--- src/rtl/mmio_timer_core.sv ---
// mmio_timer_core: slot-0 MMIO responder with a prescaled period timer.
// Registers: CTRL(0x00) PERIOD(0x01) PRESCALE(0x02) COUNT(0x03, RO) STATUS(0x04, W1C).
//
// state       | meaning
// ------------+----------------------------------------------------------
// S_IDLE      | waiting for cs&write or cs&read; idle = 1
// S_WR_COMMIT | wr_done pulse; wr_data sampled and committed at exit edge
// S_RD_ACK    | rd_done pulse; rd_data already latched; bus inputs ignored
module mmio_timer_core #(
  parameter int PRESC_W = 16,
  parameter int CNT_W   = 32
) (
  input  logic        aclk,
  input  logic        arst,
  input  logic        cs,
  input  logic        read,
  input  logic        write,
  input  logic [7:0]  reg_addr,
  input  logic [31:0] wr_data,
  output logic [31:0] rd_data,
  output logic        wr_done,
  output logic        rd_done,
  output logic        idle,
  output logic        slave_error,
  output logic        decode_error,
  output logic        irq
);

  typedef enum logic [1:0] {
    S_IDLE,
    S_WR_COMMIT,
    S_RD_ACK
  } state_t;

  localparam logic [7:0] A_CTRL   = 8'h00;
  localparam logic [7:0] A_PERIOD = 8'h01;
  localparam logic [7:0] A_PRESC  = 8'h02;
  localparam logic [7:0] A_COUNT  = 8'h03;
  localparam logic [7:0] A_STATUS = 8'h04;

  state_t             state, state_nxt;
  logic [7:0]         wr_addr;
  logic               ctrl_en, ctrl_auto, ctrl_irq_en;
  logic               sts_match;
  logic [CNT_W-1:0]   period, count;
  logic [PRESC_W-1:0] prescale, presc;

  logic               accept_wr, accept_rd, commit, wr_ok;
  logic               wr_ctrl, wr_period, wr_presc, wr_sts, clr_cmd;
  logic               addr_bad, tick, match_hit;
  logic [31:0]        rd_mux;

  // Next-state logic; a write request wins over a simultaneous read
  always_comb begin
    state_nxt = state;
    accept_wr = 1'b0;
    accept_rd = 1'b0;
    case (state)
      S_IDLE: begin
        if (cs && write) begin
          accept_wr = 1'b1;
          state_nxt = S_WR_COMMIT;
        end else if (cs && read) begin
          accept_rd = 1'b1;
          state_nxt = S_RD_ACK;
        end
      end
      S_WR_COMMIT: state_nxt = S_IDLE;
      S_RD_ACK:    state_nxt = S_IDLE;
      default:     state_nxt = S_IDLE;
    endcase
  end

  // State register
  always_ff @(posedge aclk) begin
    if (arst) state <= S_IDLE;
    else      state <= state_nxt;
  end

  // Done pulses are suppressed in a reset cycle so an aborted command never completes
  assign commit  = (state == S_WR_COMMIT);
  assign wr_done = commit && !arst;
  assign rd_done = (state == S_RD_ACK) && !arst;
  assign idle    = (state == S_IDLE);
  assign irq     = sts_match && ctrl_irq_en;

  // Read mux and address decode, evaluated against the live register values
  always_comb begin
    addr_bad = (reg_addr > A_STATUS);
    rd_mux   = 32'd0;
    case (reg_addr)
      A_CTRL:   rd_mux = {28'd0, ctrl_irq_en, ctrl_auto, 1'b0, ctrl_en};
      A_PERIOD: rd_mux = 32'(period);
      A_PRESC:  rd_mux = 32'(prescale);
      A_COUNT:  rd_mux = 32'(count);
      A_STATUS: rd_mux = {31'd0, sts_match};
      default:  rd_mux = 32'd0;
    endcase
  end

  // Command capture at the accept edge: address, response flags and read data
  always_ff @(posedge aclk) begin
    if (arst) begin
      wr_addr      <= 8'd0;
      rd_data      <= 32'd0;
      slave_error  <= 1'b0;
      decode_error <= 1'b0;
    end else if (accept_wr) begin
      wr_addr      <= reg_addr;
      decode_error <= addr_bad;
      slave_error  <= (reg_addr == A_COUNT);
    end else if (accept_rd) begin
      rd_data      <= rd_mux;
      decode_error <= addr_bad;
      slave_error  <= 1'b0;
    end
  end

  // Flags latched at accept tell the commit edge whether the write is dropped
  assign wr_ok     = commit && !slave_error && !decode_error;
  assign wr_ctrl   = wr_ok && (wr_addr == A_CTRL);
  assign wr_period = wr_ok && (wr_addr == A_PERIOD);
  assign wr_presc  = wr_ok && (wr_addr == A_PRESC);
  assign wr_sts    = wr_ok && (wr_addr == A_STATUS);
  assign clr_cmd   = wr_ctrl && wr_data[1];

  // A CLR commit cancels the whole tick on that edge, including the match
  assign tick      = ctrl_en && (presc == prescale);
  assign match_hit = tick && (count == period) && !clr_cmd;

  // CTRL bits; a bus write overrides the one-shot EN clear on the same edge
  always_ff @(posedge aclk) begin
    if (arst) begin
      ctrl_en     <= 1'b0;
      ctrl_auto   <= 1'b0;
      ctrl_irq_en <= 1'b0;
    end else if (wr_ctrl) begin
      ctrl_en     <= wr_data[0];
      ctrl_auto   <= wr_data[2];
      ctrl_irq_en <= wr_data[3];
    end else if (match_hit && !ctrl_auto) begin
      ctrl_en     <= 1'b0;
    end
  end

  // PERIOD and PRESCALE registers
  always_ff @(posedge aclk) begin
    if (arst) begin
      period   <= '0;
      prescale <= '0;
    end else begin
      if (wr_period) period   <= wr_data[CNT_W-1:0];
      if (wr_presc)  prescale <= wr_data[PRESC_W-1:0];
    end
  end

  // Prescaler and counter; both hold while EN is low
  always_ff @(posedge aclk) begin
    if (arst) begin
      presc <= '0;
      count <= '0;
    end else if (clr_cmd) begin
      presc <= '0;
      count <= '0;
    end else if (ctrl_en) begin
      if (tick) begin
        presc <= '0;
        if (count == period) begin
          if (ctrl_auto) count <= '0;
        end else begin
          count <= count + 1'b1;
        end
      end else begin
        presc <= presc + 1'b1;
      end
    end
  end

  // Sticky MATCH; a new match beats a simultaneous write-1-to-clear
  always_ff @(posedge aclk) begin
    if (arst)                        sts_match <= 1'b0;
    else if (match_hit)              sts_match <= 1'b1;
    else if (wr_sts && wr_data[0])   sts_match <= 1'b0;
  end

endmodule

--- config.mk ---
export PLATFORM = sky130hd
export DESIGN_NAME = mmio_timer_core
export DESIGN_NICKNAME = d
export VERILOG_FILES = /design/src/rtl/mmio_timer_core.sv
export SDC_FILE = /design/constraint.sdc
export NUM_CORES = 1
export LEC_CHECK = 0
export ABC_AREA = 1
export CORE_ASPECT_RATIO = 2
export CORE_UTILIZATION = 53
export CTS_BUF_LIST = sky130_fd_sc_hd__clkbuf_4 sky130_fd_sc_hd__clkbuf_8
export DETAILED_ROUTE_END_ITERATION = 10
export PLACE_DENSITY = 0.79
export SETUP_SLACK_MARGIN = 0.5
export SLEW_MARGIN = 20
export SYNTH_ARGS = -nofsm -noshare
export SYNTH_HDL_FRONTEND = slang
export SYNTH_SLANG_ARGS = --single-unit
--- constraint.sdc ---
create_clock -name aclk -period 1.65 [get_ports aclk]
set_input_delay 0.33 -clock aclk [delete_from_list [all_inputs] [get_ports aclk]]
set_output_delay 0.33 -clock aclk [all_outputs]
set_load 0.005 [all_outputs]
==> run_results.csv, run 1 <==
group,metric,value,unit
placement,numPortBuffers,82,
placement,dpl_worst_slack,-0.5175,ns
placement,dp.cells,1630,
run_status,status,"aborted with a tool error",
synthesis,synth_common_cells,"nand2_1, dfxtp_1, nor2_1",
grt,track_usage,0.5002,
cts,numCtsBuffers,17,
grt,grt_pass1_vias,10910,
cts,ctsRootBufferMaster,"clkbuf_8",
placement,gp_congestion,1.005,
synthesis,yosysWarnings,0,
run_status,stop_stage,"global routing",
synthesis,ys_ff_latch,144,
grt,grt_pass1_wl,56.06,mm
synthesis,syn_inst,1185,
synthesis,yosysSeqAreaShare,0.3837,
floorplanning,die_w,86.19,um
cts,clockBufferDepth,2,
floorplanning,num_io_pins,83,
run_status,firstError,"[ERROR GRT-0116] Global routing finished with congestion. Check the congestion regions in the DRC Viewer.",
floorplanning,die_h,170.4,um
synthesis,ys.flop_type,"dfxtp_1",
synthesis,yosysUniqueCellTypes,34,
floorplanning,rows,61,
synthesis,synth.area.top_cells,"dfxtp_1, nand2_1, a21oi_1",
synthesis,yosysTopAreaCell,"dfxtp_1",
placement,dpl.hpwl,20.22,mm
synthesis,yosys.area.top_type_share,0.3837,
grt,grt_max_degree,63,
synthesis,syn_avg_cell_area,6.340,um2
synthesis,synthArstFlopShare,0,
cts,htree_num_levels,4,
synthesis,synth_edf_count,0,
cts,clock-sinks,144,
synthesis,synthesis.area,7513,um2
synthesis,syn_nets,1232,
synthesis,yosysMostFrequentCell,"nand2_1",
floorplanning,start_util,0.5409,
grt,grt_overflow,2,
## metal layers
layer,GRT usage,overflow
met2,0.8209,1
met4,0.5080,1
met5,0.007273,0
met1,0.4610,0
met3,0.1726,0
## logic make-up after synthesis
| family | synth area share |
|---|---|
| and+or+nand+nor | 0.3217 |
| adders and majority gates | 0.003330 |
| xor gates and xnor gates | 0.03264 |
| DFF | 0.3837 |
| buffers and inverters | 0.09242 |
| AOI/OAI and AO/OA | 0.1662 |
## what timing repair did
item,4_1_cts
hold buffers,0
endpoints found under the setup margin,182
setup buffers,25
resized for setup,405
pin swaps,71
cloned,5
## metrics by stage
step           cell area [um2]  hold slack, ns
2_1_floorplan             7784          0.4032
3_3_place_gp             10280          0.4571
3_5_place_dp             10280          0.4689
4_1_cts                  11580          0.1620
==> run 2, diff against run 1 <==
==> config.mk (replaced) <==
export PLATFORM = sky130hd
export DESIGN_NAME = mmio_timer_core
export DESIGN_NICKNAME = d
export VERILOG_FILES = /design/src/rtl/mmio_timer_core.sv
export SDC_FILE = /design/constraint.sdc
export NUM_CORES = 1
export LEC_CHECK = 0
export ABC_AREA = 1
export CORE_UTILIZATION = 40
export DETAILED_ROUTE_END_ITERATION = 10
export PLACE_DENSITY_LB_ADDON = 0.15
export SLEW_MARGIN = 20
export SYNTH_ARGS = -nofsm -noshare
export SYNTH_HDL_FRONTEND = slang
export SYNTH_SLANG_ARGS = --single-unit
==> constraint.sdc (replaced) <==
create_clock -name aclk -period 2.15 [get_ports aclk]
set_input_delay 0.43 -clock aclk [delete_from_list [all_inputs] [get_ports aclk]]
set_output_delay 0.43 -clock aclk [all_outputs]
set_load 0.005 [all_outputs]
==> run 2 against run 1 <==
  * The flow now finishes, with violations (design-rule violations)
  * Synthesized cell count unchanged
  * Synthesized area unchanged
==> run_results.csv, run 2 <==
group,metric,value,unit
run_status,status,"finished with violations",
run_status,violations,"design-rule violations",
grt,grt_overflow,0,
power_and_ir_drop,ir_drop,558.2,uV
cts,cts_hold_buf,0,
worst_setup_path,r2r_cells,13,
routing,routed_via_density,5.102,
synthesis,ys_ff_latch,144,
power_and_ir_drop,leakagePower,3.586,nW
worst_setup_path,cp.required,1.72,ns
worst_setup_path,cp_num_buf_inv,2,
final_layout,antennaDiodeCount,0,
timing,whs,0.4650,ns
worst_setup_path,cp_top_family,"buffers and inverters",
floorplanning,die_h,139.1,um
floorplanning,dieArea,19340,um2
placement,dpl.hpwl,17.50,mm
worst_setup_path,r2r_slack,0.14,ns
worst_setup_path,critical_path.cell_chain,"clkdlybuf4s50_1 > nor3_1 > clkdlybuf4s50_1",
synthesis,syn_inst,1185,
routing,drt_pass1_iterations,10,
final_layout,fin_nets,1357,
cts,clockBufferDepth,2,
hold_path,hold_depth,2,
grt,antenna_found_initial,0,
synthesis,ys.flop_type,"dfxtp_1",
timing,fin_crit,2.069,ns
synthesis,yosysMostFrequentCell,"nand2_1",
worst_setup_path,cpMostUsedCell,"clkdlybuf4s50_1",
grt,grt_pass1_vias,7353,
synthesis,syn_avg_cell_area,6.340,um2
floorplanning,rows,49,
worst_setup_path,max_stage_delay,0.52,ns
worst_setup_path,reg2reg_from,"count[18]",
final_layout,final_cell_mix,"nand2_1, nor2_1, dfxtp_1, a21oi_1, inv_1",
synthesis,synthesis.area,7513,um2
cts,cts_tree,"yes",
cts,htree_num_levels,4,
worst_setup_path,end_kind,"primary output",
floorplanning,num_io_pins,83,
grt,grt_pass1_wl,38.17,mm
cts,clock_latency,0.43,ns
placement,numPortBuffers,82,
timing,setup_viol,0,
job,cap_viol_max_count,0,
timing,fin_crit_sh,0.9624,
floorplanning,start_util,0.4126,
routing,detail-route-antenna-nets,0,
final_layout,fin_cells,1552,
floorplanning,core,18210,um2
floorplanning,die_w,139.1,um
placement,gp_congestion,0.9386,
final_layout,nFillCells,1826,
grt,track_usage,0.2520,
synthesis,yosysWarnings,0,
synthesis,yosysSeqAreaShare,0.3837,
synthesis,yosysUniqueCellTypes,34,
hold_path,holdPathEnd,"rd_data[17]",
cts,clock-sinks,144,
routing,drt-total-wl,23.65,mm
routing,wl_per_cell,15.24,um
worst_setup_path,start_kind,"primary input",
synthesis,synth.area.top_cells,"dfxtp_1, nand2_1, a21oi_1",
placement,dp.cells,1515,
final_layout,reg.largest.list,"count x32, period x32, rd_data x32",
timing,fin_worst_skew,0.008950,ns
timing,max_freq,483.3,MHz
synthesis,synthArstFlopShare,0,
worst_setup_path,worstPathArrival,1.64,ns
worst_setup_path,worstPathMaxFanout,5,
final_layout,final_common_cell,"nand2_1",
hold_path,hold_class,"flip-flop to flip-flop",
timing,drv_slew,0,
routing,via_count,7918,
routing,drt_iter0_drc,543,
final_layout,syn_to_final_growth,29.03,%
power_and_ir_drop,power_density,647.0,nW/um2
cts,path_clk_slew,0.06,ns
synthesis,synth_common_cells,"nand2_1, dfxtp_1, nor2_1",
timing,finalHoldViolations,0,
hold_path,min_from,"rd_data[17]",
worst_setup_path,reg2reg_to,"count[30]",
final_layout,final_layout_size_suffix_gt1_frac,0.09675,
synthesis,syn_nets,1232,
synthesis,synth_edf_count,0,
grt,grt_max_degree,63,
timing,worst_pin_slew,0.4159,ns
worst_setup_path,critPathKind,"primary input to primary output",
cts,ctsRootBufferMaster,"clkbuf_16",
timing,slew-limit-headroom,0.7206,
synthesis,yosysTopAreaCell,"dfxtp_1",
final_layout,fin_util,0.5324,
worst_setup_path,slowest_stage,"clkdlybuf4s50_1",
synthesis,yosys.area.top_type_share,0.3837,
routing,route.detailed.drc,5,
cts,numCtsBuffers,17,
run 2: kinds of logic after synthesis:
family / Yosys count / synth area share
fa+ha+maj: 2 / 0.003330
compound gates: 231 / 0.1662
buf+inv: 175 / 0.09242
flops: 144 / 0.3837
simple gates: 605 / 0.3217
xor+xnor: 28 / 0.03264
run 2: worst min-delay path, delay by kind of cell, from the launching register on:
family             cells  cell delay [ns]
AOI/OAI and AO/OA      1             0.05
DFF                    1             0.31
and+or+nand+nor        1             0.06
run 2: timing repair:
item / 4_1_cts / 5_1_grt
setup endpoints to repair: 17 / 39
cloned: 0 / 0
gates resized for setup: 1 / 7
buffers inserted: 0 / 5
pin swaps: 0 / 1
run 2: area by class of cell:
class	instances	area [um2]	area share
clock inverters	15	182.7	0.01884
well taps	229	286.5	0.02956
clock buffers	17	425.4	0.04388
flip-flops and latches	144	2887	0.2978
multi-input cells	866	3951	0.4076
repair buffers	156	1493	0.1540
inverters	125	469.2	0.04840
run 2: metrics by stage:
stage	total power [mW]	setup TNS, ns	worst slack [ns]	instance area [um2]
floorplan	2.971	0	0.4436	7513
global placement	3.189	-0.3516	-0.03117	9001
detailed placement	3.187	-0.09655	-0.03029	9001
CTS	6.280	0	0.07439	9617
global route	6.465	-0.009221	-0.009221	9694
finish	6.273	0	0.08083	9694
run 2: per-layer routing:
layer	part of all wire	GRT usage	wire length, um
met3	0.047	0.04213	1108
met2	0.48	0.4234	11250
met1	0.45	0.3200	10640
met4	0.027	0.1035	646
met5	0	0	0
run 2: report_power, final:
part / total (mW) / internal [mW] / switching (mW)
logic: 0.455 / 0.193 / 0.263
clock network: 3.11 / 1.84 / 1.27
registers: 2.71 / 2.69 / 0.0163
run 2: how the worst max path moves through the flow:
stage,endpoint,startpoint,slack (ns),depth (start not counted)
2_1_floorplan,rd_data[2],reg_addr[5],0.44,10
5_1_grt,count[14],count[18],-0.009,13
4_1_cts,wr_done,arst,0.07,3
6_report,wr_done,arst,0.08,3
3_5_place_dp,count[23],presc[3],-0.03,10
3_3_place_gp,count[31],presc[3],-0.03,10
No activity file was read; power rests on OpenSTA's default activity.
==> run 3, diff against run 2 <==
--- a/config.mk
+++ b/config.mk
@@ -5,7 +5,6 @@
 export SDC_FILE = /design/constraint.sdc
 export NUM_CORES = 1
 export LEC_CHECK = 0
-export ABC_AREA = 1
 export CORE_UTILIZATION = 40
 export DETAILED_ROUTE_END_ITERATION = 10
 export PLACE_DENSITY_LB_ADDON = 0.15
==> run 3 against run 2 <==
  * The flow finishes with violations (negative setup slack)
  * Sequential cell count unchanged
  * First-iteration DRC count decreased by 32%
  * Via count down 22%
  * Sequential share of layout area is 2.4 points higher
  * Combinational power is 16% lower
  * Register-to-register slack worse by 0.21 ns
  * Maximum frequency decreased by 6.9%
  * Synthesized area is 7.6% lower
  * Critical path type is now flip-flop to flip-flop
==> run_results.csv, run 3 <==
group,metric,value,unit
run_status,status,"finished with violations",
run_status,violations,"negative setup slack",
floorplanning,start_util,0.4140,
hold_path,hold_class,"flip-flop to flip-flop",
placement,placed_area,8278,um2
worst_setup_path,cp.required,2.51,ns
placement,numPortBuffers,82,
power_and_ir_drop,power,5.956,mW
final_layout,final_common_cell,"dfxtp_1",
synthesis,syn_inst,788,
floorplanning,dieArea,17880,um2
grt,grt_overflow,0,
final_layout,fin_cells,1117,
synthesis,synth_edf_count,0,
timing,rsz0062_at_grt,"true",
timing,max_freq,450.1,MHz
floorplanning,num_io_pins,83,
final_layout,final_cell_mix,"dfxtp_1, nor2_1, clkdlybuf4s50_1, a21oi_1, mux2i_1",
routing,drt_pass1_iterations,6,
final_layout,fin_util,0.5372,
timing,fin_crit_sh,1.033,
synthesis,ys_ff_latch,144,
synthesis,yosysSeqAreaShare,0.4154,
worst_setup_path,worstPathArrival,2.58,ns
timing,worst_pin_slew,1.015,ns
final_layout,antennaDiodeCount,0,
power_and_ir_drop,power_density,661.5,nW/um2
synthesis,yosysTopAreaCell,"dfxtp_1",
grt,grt_pass1_vias,5761,
cts,clock-sinks,144,
power_and_ir_drop,ir_drop,554.3,uV
synthesis,synth.area.top_cells,"dfxtp_1, mux2i_1, nor2_1",
routing,drt-total-wl,19.11,mm
floorplanning,core,16760,um2
final_layout,syn_to_final_growth,29.75,%
timing,final.setup.tns,-1.052,ns
routing,wl_per_cell,17.11,um
cts,htree_num_levels,4,
power_and_ir_drop,p_clk_frac,0.483,
timing,fin_worst_skew,0.01246,ns
floorplanning,die_h,133.7,um
power_and_ir_drop,leakagePower,3.355,nW
power_and_ir_drop,p_switching,1.414,mW
worst_setup_path,critPathKind,"flip-flop to flip-flop",
final_layout,nFillCells,1502,
cts,path_clk_slew,0.06,ns
worst_setup_path,worstPathMaxFanout,17,
placement,dp.cells,1083,
cts,clockBufferDepth,2,
synthesis,yosys.area.top_type_share,0.4154,
timing,fin_crit,2.222,ns
cts,cts_tree,"yes",
synthesis,syn_avg_cell_area,8.806,um2
power_and_ir_drop,switching_share,0.2374,
synthesis,yosysWarnings,0,
final_layout,fin_nets,931,
routing,drt_iter0_drc,368,
routing,via_count,6187,
job,cap_viol_max_count,0,
final_layout,reg.largest.list,"count x32, period x32, rd_data x32",
power_and_ir_drop,p_int,4.542,mW
timing,finalHoldViolations,0,
cts,numCtsBuffers,17,
synthesis,syn_nets,835,
cts,clock_latency,0.43,ns
synthesis,yosysMostFrequentCell,"dfxtp_1",
synthesis,synthArstFlopShare,0,
timing,setup_viol,30,
power_and_ir_drop,combPwrFrac,0.065,
timing,fin_ws,-0.07159,ns
final_layout,final_layout_size_suffix_gt1_frac,0.1572,
cts,cts_hold_buf,0,
power_and_ir_drop,seq_power_share,0.453,
grt,grt_pass1_wl,30.50,mm
timing,slew-limit-headroom,0.3222,
routing,routed_via_density,5.539,
routing,detail-route-antenna-nets,0,
synthesis,yosysUniqueCellTypes,42,
synthesis,synthesis.area,6939,um2
final_layout,final_area,9004,um2
grt,antenna_found_initial,0,
routing,route.detailed.drc,0,
synthesis,ys.flop_type,"dfxtp_1",
worst_setup_path,end_kind,"flip-flop",
placement,gp_congestion,0.8155,
cts,ctsRootBufferMaster,"clkbuf_16",
timing,drv_slew,0,
synthesis,synth_common_cells,"dfxtp_1, nor2_1, a21oi_1",
floorplanning,die_w,133.7,um
worst_setup_path,start_kind,"flip-flop",
placement,dpl.hpwl,13.44,mm
grt,track_usage,0.2174,
grt,grt_max_degree,98,
floorplanning,rows,47,
==> run 3: cell types whose count changed after synthesis, sizes merged, moves of 30 or more <==
cell	delta
or4	+30
nand2	-341
o21ai	-68
a21oi	-51
o31ai	+31
mux2i	+64
inv	-120
xnor2	+46
==> run 3: cell families (layout without fill, tap and decap cells) <==
| family | Yosys count | after routing | share of synthesized area |
|---|---|---|---|
| DFF | 144 | 144 | 0.4154 |
| AOI/OAI and AO/OA | 130 | 130 | 0.1129 |
| xor gates and xnor gates | 62 | 62 | 0.07825 |
| and+or+nand+nor | 304 | 304 | 0.2245 |
| muxes | 83 | 83 | 0.1280 |
| buffers and inverters | 63 | 172 | 0.03732 |
| adders and majority gates | 2 | 2 | 0.003606 |
==> run 3: final timing paths <==
check,startpoint,endpoint,slack [ns],depth (start not counted)
worst max-delay path,prescale[1],count[17],-0.07,7
worst max register to register,prescale[1],count[17],-0.07,7
worst min register to register,wr_addr[5],wr_addr[5],0.46,2
worst min-delay path,wr_addr[5],wr_addr[5],0.46,2
==> run 3: final cells by class <==
class                           count  area, um2  area share
Sequential cell                   144       2893      0.3213
Tap cell                          220      275.3     0.03057
Clock buffer                       21      470.5     0.05225
Clock inverter                     11      105.1     0.01167
Inverter                            4      15.01    0.001668
Multi-Input combinational cell    581       3895      0.4326
Timing Repair Buffer              136       1350      0.1499
==> run 3: what timing repair did <==
| action | CTS | global route |
|---|---|---|
| gates cloned | 0 | 1 |
| pin swaps | 2 | 2 |
| endpoints found under the hold margin | 0 | 0 |
| resized for setup | 8 | 24 |
| buffers inserted | 0 | 1 |
| setup endpoints to repair | 31 | 45 |
==> run 3: power by group through the flow <==
stage               Combinational (mW)  Sequential (mW)  Clock (mW)
detailed placement               0.368             2.76           0
CTS                              0.374             2.70        2.93
floorplan                        0.185             2.75           0
global route                     0.415             2.70        3.06
finish                           0.384             2.70        2.88
global placement                 0.364             2.75           0
==> run 3: per-stage QoR <==
step / hold slack (ns) / worst slack [ns]
4_1_cts: 0.4605 / -0.06512
2_1_floorplan: 0.4360 / 0.09254
3_3_place_gp: 0.4441 / -0.1049
6_report: 0.4612 / -0.07159
5_1_grt: 0.4913 / -0.1919
3_5_place_dp: 0.4516 / -0.2249
==> run 3: worst max-delay path: stages, from the launching register on <==
cell     delay, ns
dfxtp_2       0.34
xnor2_2       0.19
nand4_1       0.18
nor4_4        0.36
nand2_2       0.18
buf_12        0.20
or4_1         0.54
a21oi_2       0.16
==> run 3: layer usage <==
metal | vias to the layer above | track usage | wire length (um)
met5 | - | 0 | 0
met4 | 0 | 0.07386 | 340
met3 | 23 | 0.04833 | 1208
met2 | 216 | 0.3405 | 8769
met1 | 2932 | 0.2938 | 8792
li1 | 3016 | - | -
==> run 4, diff against run 3 <==
--- a/config.mk
+++ b/config.mk
@@ -5,6 +5,7 @@
 export SDC_FILE = /design/constraint.sdc
 export NUM_CORES = 1
 export LEC_CHECK = 0
+export CORE_MARGIN = 2
 export CORE_UTILIZATION = 40
 export DETAILED_ROUTE_END_ITERATION = 10
 export PLACE_DENSITY_LB_ADDON = 0.15
==> run 4 against run 3 <==
  * The flow still finishes with violations (negative setup slack)
  * Clock power rose by 14%
  * Highest routed layer unchanged
  * Worst setup slack got worse by 0.012 ns
  * Cell area rose by 6.1%
  * Clock skew fell by 0.0041 ns
  * Largest power group unchanged
  * Global-route usage rose by 0.46 points
  * Register-to-register slack barely moved
  * Hold slack improved by 0.0013 ns
  * Combinational power rose by 17%
  * Maximum frequency fell by 0.52%
  * Die area rose by 3.0%
  * Sequential cell count did not move
  * Routed wire length rose by 6.6%
==> run_results.csv, run 4 (synthesis results as in run 3) <==
group,metric,value,unit
floorplanning,dieArea,18420,um2
worst_setup_path,slowest_stage,"or4b_1",
final_layout,final_layout_size_suffix_gt1_frac,0.2234,
grt,grt_max_degree,98,
final_layout,antennaDiodeCount,0,
run_status,status,"finished with violations",
cts,clock-sinks,144,
timing,fin_crit,2.233,ns
timing,worst_pin_slew,0.9822,ns
final_layout,fin_nets,947,
floorplanning,core,17120,um2
timing,setup_viol,30,
final_layout,reg.largest.list,"count x32, period x32, rd_data x32",
timing,fin_ws,-0.08316,ns
run_status,violations,"negative setup slack",
grt,antenna_found_initial,0,
routing,drt_iter0_drc,369,
routing,wl_per_cell,17.90,um
hold_path,hold_class,"flip-flop to flip-flop",
routing,via_count,6331,
hold_path,min_from,"wr_addr[0]",
cts,cts_tree,"yes",
power_and_ir_drop,switching_share,0.2230,
worst_setup_path,max_stage_delay,0.49,ns
timing,slew-limit-headroom,0.3439,
timing,fin_worst_skew,0.008338,ns
worst_setup_path,startpoint,"prescale[4]",
worst_setup_path,r2r_cells,7,
power_and_ir_drop,leakagePower,3.585,nW
power_and_ir_drop,power,6.408,mW
cts,cts_hold_buf,0,
power_and_ir_drop,combPwrFrac,0.070,
worst_setup_path,critical_path.cell_chain,"xnor2_1 > nand4_1 > nor4_4 > nand2_4 > clkbuf_16 > or4b_1 > a21oi_1",
cts,numCtsBuffers,17,
routing,drt_pass1_iterations,5,
routing,detail-route-antenna-nets,0,
worst_setup_path,cp_num_buf_inv,1,
job,cap_viol_max_count,0,
cts,clock_latency,0.43,ns
placement,gp_congestion,0.8964,
timing,rsz0062_at_grt,"true",
grt,grt_pass1_vias,5974,
worst_setup_path,worstPathMaxFanout,6,
worst_setup_path,r2r_slack,-0.08,ns
final_layout,final_common_cell,"dfxtp_1",
floorplanning,rows,48,
placement,placed_area,8374,um2
timing,fin_crit_sh,1.039,
grt,grt_pass1_wl,31.79,mm
timing,finalHoldViolations,0,
placement,dpl.hpwl,13.68,mm
cts,ctsRootBufferMaster,"clkbuf_16",
timing,drv_slew,0,
routing,drt-total-wl,20.37,mm
floorplanning,die_w,135.7,um
hold_path,holdPathEnd,"wr_addr[0]",
cts,clockBufferDepth,2,
final_layout,syn_to_final_growth,37.70,%
worst_setup_path,reg2reg_from,"prescale[4]",
worst_setup_path,cp.required,2.51,ns
routing,route.detailed.drc,0,
power_and_ir_drop,p_int,4.979,mW
power_and_ir_drop,p_clk_frac,0.510,
placement,dpl_worst_slack,-0.2225,ns
cts,htree_num_levels,4,
floorplanning,num_io_pins,83,
cts,path_clk_slew,0.06,ns
worst_setup_path,worstPathArrival,2.59,ns
floorplanning,die_h,135.7,um
power_and_ir_drop,seq_power_share,0.420,
power_and_ir_drop,ir_drop,590.1,uV
final_layout,final_cell_mix,"dfxtp_1, nor2_1, clkdlybuf4s50_1, mux2i_1, a21oi_1",
routing,routed_via_density,5.563,
grt,track_usage,0.2220,
worst_setup_path,start_kind,"flip-flop",
placement,numPortBuffers,82,
final_layout,nFillCells,1505,
final_layout,final_area,9555,um2
timing,whs,0.4625,ns
timing,final.setup.tns,-1.452,ns
floorplanning,start_util,0.4054,
worst_setup_path,reg2reg_to,"count[19]",
hold_path,hold_depth,2,
worst_setup_path,cp_top_family,"simple AND/OR/NAND/NOR gates",
worst_setup_path,end_kind,"flip-flop",
power_and_ir_drop,power_density,670.6,nW/um2
power_and_ir_drop,p_switching,1.429,mW
timing,max_freq,447.8,MHz
grt,grt_overflow,0,
worst_setup_path,critPathKind,"flip-flop to flip-flop",
[run 4: cell count changes in the layout (fill, tap and decap cells not counted), moves of 6 or more]
| cell | before | now |
|---|---|---|
| a21oi_1 | 68 | 57 |
| a21oi_2 | 8 | 18 |
| buf_4 | 43 | 51 |
| dfxtp_1 | 136 | 128 |
| dfxtp_2 | 8 | 14 |
| o31ai_1 | 30 | 24 |
| or4_1 | 26 | 14 |
| or4_4 | 4 | 16 |
[run 4: what timing repair did]
item	CTS	global route
gates cloned	3	4
resized for setup	35	54
endpoints found under the setup margin	30	32
pin swaps	27	25
endpoints found under the hold margin	0	0
buffers inserted	3	1
[run 4: layout make-up]
class	instances	area, um2	area share
Timing Repair Buffer	152	1603	0.1677
Sequential cell	144	2908	0.3043
Clock buffer	19	442.9	0.04635
Inverter	4	15.01	0.001571
Tap cell	225	281.5	0.02946
Clock inverter	13	207.7	0.02174
Multi-Input combinational cell	581	4098	0.4288
[run 4: worst min-delay path: stages (launching register included)]
cell and delay (ns):
dfxtp_1 0.31, nand2_1 0.05, a21oi_1 0.05
[run 4: per-layer routing]
metal,GRT usage,share of wire
met1,0.2966,0.46
met2,0.3516,0.47
met3,0.04153,0.047
met4,0.09433,0.027
met5,0,0
[run 4: power by group through the flow]
stage	combinational, mW	clock (mW)	sequential (mW)
final	0.448	3.27	2.69
after global routing	0.475	3.45	2.70
after CTS	0.408	3.32	2.70
after detailed placement	0.385	0	2.76
after global placement	0.380	0	2.75
after floorplan	0.185	0	2.75
[run 4: metrics by stage]
step                      utilization  std cells
after CTS                      0.5406       1133
final                          0.5583       1138
after detailed placement       0.4893       1095
after global placement         0.4893       1095
after global routing           0.5583       1138
after floorplan                     -        788
[run 4: worst max path at each step]
stage,slack [ns],depth (start not counted),endpoint
floorplan,0.09,8,count[19]
global placement,-0.12,6,rd_data[6]
detailed placement,-0.22,6,rd_data[12]
CTS,-0.03,7,count[19]
global route,-0.18,7,count[19]
finish,-0.08,7,count[19]
